### config.mk
export PLATFORM = sky130hd
export DESIGN_NAME = maverik_core
export DESIGN_NICKNAME = d
export VERILOG_FILES = /design/src/rtl/maverik_core.sv
export SDC_FILE = /design/constraint.sdc
export NUM_CORES = 1
export LEC_CHECK = 0
export ABC_AREA = 1
export BUFFER_PORTS_ARGS = -buffer_cell sky130_fd_sc_hd__buf_2
export CAP_MARGIN = 5
export CORE_MARGIN = 2
export CORE_UTILIZATION = 59
export CTS_BUF_LIST = sky130_fd_sc_hd__clkbuf_4
export CTS_CLUSTER_DIAMETER = 60
export CTS_CLUSTER_SIZE = 10
export DETAILED_ROUTE_END_ITERATION = 16
export PLACE_DENSITY = 0.94
export SLEW_MARGIN = 10
export SYNTH_ARGS = -nofsm -noshare
export SYNTH_HDL_FRONTEND = slang
export SYNTH_SLANG_ARGS = --single-unit
### constraint.sdc
create_clock -name clk -period 2.6 [get_ports clk]
set_clock_uncertainty 0.05 [all_clocks]
set_input_delay 0.26 -clock clk [delete_from_list [all_inputs] [get_ports clk]]
set_output_delay 0.26 -clock clk [all_outputs]
set_load 0.05 [all_outputs]
### src/rtl/maverik_core.sv
// maverik_core: parametrised accumulator processor with FETCH / EXEC / HALT sequencing.
// Optional MAVERIK_SIGNED_OFFSET_EN: JMP/BRZ offsets become two's-complement (backward branches).
module maverik_core #(
  parameter int DATA_W = 8,
  parameter int PC_W   = 8,
  parameter int IMM_W  = 5
) (
  input  logic              clk,
  input  logic              rst_n,
  output logic              imem_req,
  output logic [PC_W-1:0]   imem_addr,
  input  logic              imem_valid,
  input  logic [IMM_W+2:0]  imem_data,
  output logic [DATA_W-1:0] acc_out,
  output logic [PC_W-1:0]   pc_out,
  output logic              zflag,
  output logic              cflag,
  output logic              halted
);

  localparam int INSTR_W = IMM_W + 3;

  typedef enum logic [1:0] {
    ST_FETCH,
    ST_EXEC,
    ST_HALT
  } state_t;

  typedef enum logic [2:0] {
    OP_NOP  = 3'b000,
    OP_LDI  = 3'b001,
    OP_ADDI = 3'b010,
    OP_JMP  = 3'b011,
    OP_SUBI = 3'b100,
    OP_ANDI = 3'b101,
    OP_BRZ  = 3'b110,
    OP_HALT = 3'b111
  } opcode_t;

  state_t              state_reg;
  logic [PC_W-1:0]     pc_reg;
  logic [DATA_W-1:0]   acc_reg;
  logic [INSTR_W-1:0]  ir_reg;
  logic                z_reg;
  logic                c_reg;
  logic                halted_reg;
  logic                req_reg;

  logic [DATA_W-1:0]   acc_next;
  logic [PC_W-1:0]     pc_next;
  logic                z_next;
  logic                c_next;
  logic                halt_next;

  opcode_t             opcode;
  logic [IMM_W-1:0]    imm;
  logic [DATA_W-1:0]   imm_data;
  logic [PC_W-1:0]     offset;
  logic [PC_W-1:0]     pc_inc;
  logic [PC_W-1:0]     pc_branch;
  logic [DATA_W:0]     sum;
  logic [DATA_W:0]     diff;

  assign opcode = opcode_t'(ir_reg[IMM_W+2:IMM_W]);
  assign imm    = ir_reg[IMM_W-1:0];

  // ALU immediates are always zero-extended.
  genvar gi;
  generate
    for (gi = 0; gi < DATA_W; gi++) begin : g_imm_data
      if (gi < IMM_W) begin : g_bit
        assign imm_data[gi] = imm[gi];
      end else begin : g_zero
        assign imm_data[gi] = 1'b0;
      end
    end

    // Control-transfer offset: upper bits follow the build-time signedness choice.
    for (gi = 0; gi < PC_W; gi++) begin : g_offset
      if (gi < IMM_W) begin : g_bit
        assign offset[gi] = imm[gi];
      end else begin : g_ext
`ifdef MAVERIK_SIGNED_OFFSET_EN
        assign offset[gi] = imm[IMM_W-1];
`else
        assign offset[gi] = 1'b0;
`endif
      end
    end
  endgenerate

  // pc arithmetic wraps modulo 2^PC_W; branch targets are relative to the branch itself.
  assign pc_inc    = pc_reg + PC_W'(1);
  assign pc_branch = pc_reg + offset;
  assign sum       = {1'b0, acc_reg} + {1'b0, imm_data};
  assign diff      = {1'b0, acc_reg} - {1'b0, imm_data};

  always_comb begin
    acc_next  = acc_reg;
    pc_next   = pc_inc;
    c_next    = c_reg;
    halt_next = 1'b0;
    unique case (opcode)
      OP_NOP:  ;
      OP_LDI:  acc_next = imm_data;
      OP_ADDI: {c_next, acc_next} = sum;
      OP_JMP:  pc_next = pc_branch;
      OP_SUBI: {c_next, acc_next} = diff;
      OP_ANDI: acc_next = acc_reg & imm_data;
      OP_BRZ:  pc_next = z_reg ? pc_branch : pc_inc;
      OP_HALT: begin
        pc_next   = pc_reg;
        halt_next = 1'b1;
      end
      default: ;
    endcase
  end

  // Flag-neutral ops keep z; ALU ops compute it from the freshly produced accumulator.
  always_comb begin
    z_next = z_reg;
    case (opcode)
      OP_LDI, OP_ADDI, OP_SUBI, OP_ANDI: z_next = (acc_next == '0);
      default: z_next = z_reg;
    endcase
  end

  always_ff @(posedge clk or negedge rst_n) begin
    if (!rst_n) begin
      state_reg  <= ST_FETCH;
      pc_reg     <= '0;
      acc_reg    <= '0;
      ir_reg     <= '0;
      z_reg      <= 1'b0;
      c_reg      <= 1'b0;
      halted_reg <= 1'b0;
      req_reg    <= 1'b1;
    end else begin
      case (state_reg)
        ST_FETCH: begin
          if (imem_valid) begin
            ir_reg    <= imem_data;
            req_reg   <= 1'b0;
            state_reg <= ST_EXEC;
          end
        end
        ST_EXEC: begin
          acc_reg <= acc_next;
          pc_reg  <= pc_next;
          z_reg   <= z_next;
          c_reg   <= c_next;
          if (halt_next) begin
            halted_reg <= 1'b1;
            req_reg    <= 1'b0;
            state_reg  <= ST_HALT;
          end else begin
            req_reg   <= 1'b1;
            state_reg <= ST_FETCH;
          end
        end
        ST_HALT: ;
        default: begin
          req_reg   <= 1'b0;
          state_reg <= ST_HALT;
        end
      endcase
    end
  end

  assign imem_req  = req_reg;
  assign imem_addr = pc_reg;
  assign acc_out   = acc_reg;
  assign pc_out    = pc_reg;
  assign zflag     = z_reg;
  assign cflag     = c_reg;
  assign halted    = halted_reg;

endmodule
==> metrics list <==
- CP startpoint kind: register
* Kind of end point of the critical path: register
- The finished layout holds around 450 standard cells, fillers aside.
- In this run the worst path has a maximum fanout of 5.
- I/O pin cnt: 39
- The layout has 353 filler cells.
- Net total in the final layout: 433
- In the synthesized netlist, the number of instances is 368.
- Wire length per cell after detailed routing: 13.25 um
- For this run, the top clock speed supported by timing is 0.4536 GHz.
- Vias in the first global route: 2162
* Min-delay worst type: input pin to register
* Wire length after detailed routing: approximately 6000 um
- For the finished layout, the period the worst path requires is ~2200 ps.
- The clock reaches the later pin of the worst-skew pair after 340 ps.
- Initial Util: roughly 60%
- The tool flagged a number of max-cap violations equal to 0.
- Each instance of the synthesized netlist takes up on average 6.763 um^2.
* Overflow after GRT: 0
* Count of state elements after synthesis: 30
- For the worst setup path, the data arrival time is 2420 ps.
- Reg clk slew, reported paths: approximately 90 ps
* Worst-margin pin slew: 626.5 ps
- Routability-driven placement finished with a final weighted congestion of ~0.95.
- Run status: finished, final reports clean
- Combined area of all synthesized cells: ~0.0025 mm^2
- In the final timing run, aggregate negative setup slack is 0 ps.
* Total vias in the final route: 2497
* Clock root buffer master: sky130_fd_sc_hd__clkbuf_4
* DRT iter0 DRCs: 294
* Number of nets in the synthesized netlist: around 400
- Routed Antenna Nets: 0
- Classification of the worst setup path: register to register
* Initial antenna violation count: 0
- Using the TritonRoute via totals, the vias-per-cell ratio works out to 5.512.
- Post-synthesis to final-layout area growth: 10.66%
* Number of cell rows: 23
* Maximum count of clock buffers along a single path: 2
- Buffers & Inverters on Critical Path: 2
- For the worst setup path, the data required time is 2820 ps.
- Horiz. Die Dim: around 69 um
- Part of the Yosys area used for sequential elements: about 30%
* Antenna Diode Count: 0
- Gates resized during post-CTS repair numbered 0.
* Hold Violations, Final: 0
* Wire length of the first global-routing pass: just under 10000 um
- Warnings from Yosys: 0
- Setup repair after global routing left no endpoint under its margin.
- Headroom to the max-slew limit came out at 58.24%.
- By instance count, the cell type seen most on the critical path is sky130_fd_sc_hd__nor2_1.
* Remaining routing DRC violations: 0
* Placed Instances: 444
* Max incr delay on CP: 440 ps
- Global routing used approximately 28% of the available tracks.
- The netlist uses 34 different library cells.
- Overall die height: between 60 and 70 um
- Setup Viol. Count Final: 0
- H-tree depth reported by CTS: 2
- The critical path goes through inv_1, ha_1, inv_1, fa_1, nor2_1, nor2_1, nand2_1, nand2_1, nor2_1, nand3_1, nor2_1, nand2_1, nor2_1, nand3_1, nand2_1.
- Buffers on Ports: 38
- The post-route netlist has 15.88% of its cells at a drive strength greater than 1.
* Sink Count: 30
* Maximum number of pins on one net before global-route repair: 31
- Cell family with most CP delay: simple AND/OR/NAND/NOR gates
* Number of detailed-routing iterations run before antenna repair: 5
- In the finished design, the share of the clock period the worst path needs comes to 84.79%.
- CP max stage cell: sky130_fd_sc_hd__dfrtp_1
* DPL Wire Length: roughly 4700 um
- Std-Cell Core Area: 0.004029 mm^2
- In this run, CTS created clock tree buffers numbering 5.
* Final slew viol count: 0
* Die Area: 0.004753 mm^2
- CTS tree: yes
- After clock tree synthesis, the setup repair step added 0 buffers.
-- synth_stat cells --
master                     instances  area share, %
sky130_fd_sc_hd__a21oi_1          21            4.2
sky130_fd_sc_hd__a22oi_1           1           0.30
sky130_fd_sc_hd__a31oi_1           1           0.25
sky130_fd_sc_hd__buf_2             1           0.20
sky130_fd_sc_hd__buf_4            10            3.0
sky130_fd_sc_hd__clkbuf_1          2           0.30
sky130_fd_sc_hd__clkinv_2          1           0.20
sky130_fd_sc_hd__dfrtp_1          29             29
sky130_fd_sc_hd__dfstp_2           1            1.1
sky130_fd_sc_hd__fa_1              3            2.4
sky130_fd_sc_hd__ha_1             17            8.5
sky130_fd_sc_hd__inv_1            49            7.4
sky130_fd_sc_hd__inv_2             4           0.60
sky130_fd_sc_hd__mux2_2            1           0.45
sky130_fd_sc_hd__mux2i_1           1           0.40
sky130_fd_sc_hd__nand2_1          89             13
sky130_fd_sc_hd__nand2_2           3           0.75
sky130_fd_sc_hd__nand2_4           1           0.45
sky130_fd_sc_hd__nand3_1          49            9.9
sky130_fd_sc_hd__nand3_2           1           0.40
sky130_fd_sc_hd__nand4_1           5            1.3
sky130_fd_sc_hd__nor2_1           32            4.8
sky130_fd_sc_hd__nor2_2            2           0.50
sky130_fd_sc_hd__nor2_4            1           0.45
sky130_fd_sc_hd__nor2b_1           1           0.25
sky130_fd_sc_hd__nor3_1            4           0.80
sky130_fd_sc_hd__nor4_1            1           0.25
sky130_fd_sc_hd__o211ai_1          1           0.30
sky130_fd_sc_hd__o21ai_0          27            5.4
sky130_fd_sc_hd__o21ai_1           3           0.60
sky130_fd_sc_hd__o21ai_2           1           0.35
sky130_fd_sc_hd__o22ai_1           1           0.25
sky130_fd_sc_hd__or2_2             1           0.25
sky130_fd_sc_hd__xor2_1            3            1.1
-- worst reg2reg max path: stages, from the launching register on --
cell	delay, ps
sky130_fd_sc_hd__dfrtp_1	440
sky130_fd_sc_hd__inv_1	120
sky130_fd_sc_hd__ha_1	160
sky130_fd_sc_hd__inv_1	60
sky130_fd_sc_hd__fa_1	420
sky130_fd_sc_hd__nor2_1	120
sky130_fd_sc_hd__nor2_1	60
sky130_fd_sc_hd__nand2_1	50
sky130_fd_sc_hd__nand2_1	50
sky130_fd_sc_hd__nor2_1	150
sky130_fd_sc_hd__nand3_1	90
sky130_fd_sc_hd__nor2_1	100
sky130_fd_sc_hd__nand2_1	60
sky130_fd_sc_hd__nor2_1	80
sky130_fd_sc_hd__nand3_1	70
sky130_fd_sc_hd__nand2_1	70
-- logic make-up (layout without fill, tap and decap cells) --
group	after synthesis	count (layout)	synth area share (%)
buffers and inverters	67	102	11.71
xor gates and xnor gates	3	3	1.056
muxes	2	2	0.8547
adders and majority gates	20	20	10.96
AOI/OAI and AO/OA	56	56	11.71
and+or+nand+nor	190	190	33.48
DFF	30	30	30.22
-- per-layer routing --
layer / global-route usage [%] / up-vias / routed length, um
met5: 0 / - / 0
met4: 10.29 / 0 / 119
met3: 5.682 / 13 / 415
met2: 44.59 / 120 / 2840
met1: 37.24 / 1109 / 2625
li1: - / 1255 / -
-- placed cells by master (no fill, tap or decap) --
cell and n:
sky130_fd_sc_hd__inv_2 4, sky130_fd_sc_hd__nor2_2 2, sky130_fd_sc_hd__dlygate4sd3_1 1, sky130_fd_sc_hd__ha_1 17, sky130_fd_sc_hd__dfstp_2 1, sky130_fd_sc_hd__mux2i_1 1
sky130_fd_sc_hd__nor2_4 1, sky130_fd_sc_hd__buf_4 1, sky130_fd_sc_hd__nand2_4 1, sky130_fd_sc_hd__nand2_2 3, sky130_fd_sc_hd__inv_1 49, sky130_fd_sc_hd__o22ai_1 1
sky130_fd_sc_hd__or2_2 1, sky130_fd_sc_hd__nor2b_1 1, sky130_fd_sc_hd__nand3_1 49, sky130_fd_sc_hd__o21ai_0 27, sky130_fd_sc_hd__nand4_1 5, sky130_fd_sc_hd__o211ai_1 1
sky130_fd_sc_hd__mux2_2 1, sky130_fd_sc_hd__nor3_1 4, sky130_fd_sc_hd__a21oi_1 21, sky130_fd_sc_hd__clkinv_2 1, sky130_fd_sc_hd__o21ai_2 1, sky130_fd_sc_hd__a31oi_1 1
sky130_fd_sc_hd__a22oi_1 1, sky130_fd_sc_hd__nor2_1 32, sky130_fd_sc_hd__xor2_1 3, sky130_fd_sc_hd__clkbuf_4 7, sky130_fd_sc_hd__nand3_2 1, sky130_fd_sc_hd__dfrtp_1 29
sky130_fd_sc_hd__bufinv_16 1, sky130_fd_sc_hd__o21ai_1 3, sky130_fd_sc_hd__fa_1 3, sky130_fd_sc_hd__buf_2 38, sky130_fd_sc_hd__nand2_1 89, sky130_fd_sc_hd__nor4_1 1
-- through the flow --
stage          hold slack, ps  util (%)  setup WS, ps  cell area (um^2)
2_1_floorplan          -85.59         -         328.4              2489
3_3_place_gp            262.9     66.06         510.0              2661
3_5_place_dp            273.2     66.06         440.6              2661
4_1_cts                 76.09     68.35         408.2              2754
5_1_grt                 85.65     68.35         80.45              2754
6_report                78.26     68.35         395.4              2754
-- area by class of cell --
class                      instances  area, um^2  share of cell area [%]
inverter                          54       203.9                   7.406
multi-input combinational        271        1445                   52.48
clock inverter                     1       30.03                   1.090
clock buffer                       7       52.55                   1.908
tap                               50       62.56                   2.272
sequential                        30       752.0                   27.31
timing repair buffer              40       207.7                   7.542
-- path summary, 6_finish.rpt --
| kind | to | cells past startpoint | start | slack, ps |
|---|---|---|---|---|
| min in group asynchronous | ir_reg[4] | 2 | rst_n | 420 |
| worst min register to register | imem_req | 1 | state_reg[0] | 420 |
| worst max register to register | zflag | 15 | acc_out[0] | 400 |
| worst min-delay path | ir_reg[3] | 3 | imem_data[3] | 80 |
| worst max-delay path | zflag | 15 | acc_out[0] | 400 |
| max in group asynchronous | zflag | 2 | rst_n | 1670 |
-- what timing repair did --
action / 4_1_cts / 5_1_grt
endpoints found under the hold margin: 29 / 0
hold buffers: 1 / 0
setup endpoints to repair: 0 / 0
Power is not shown: default switching activity piles up to over one toggle a cycle in this logic, so the estimate is an artifact.
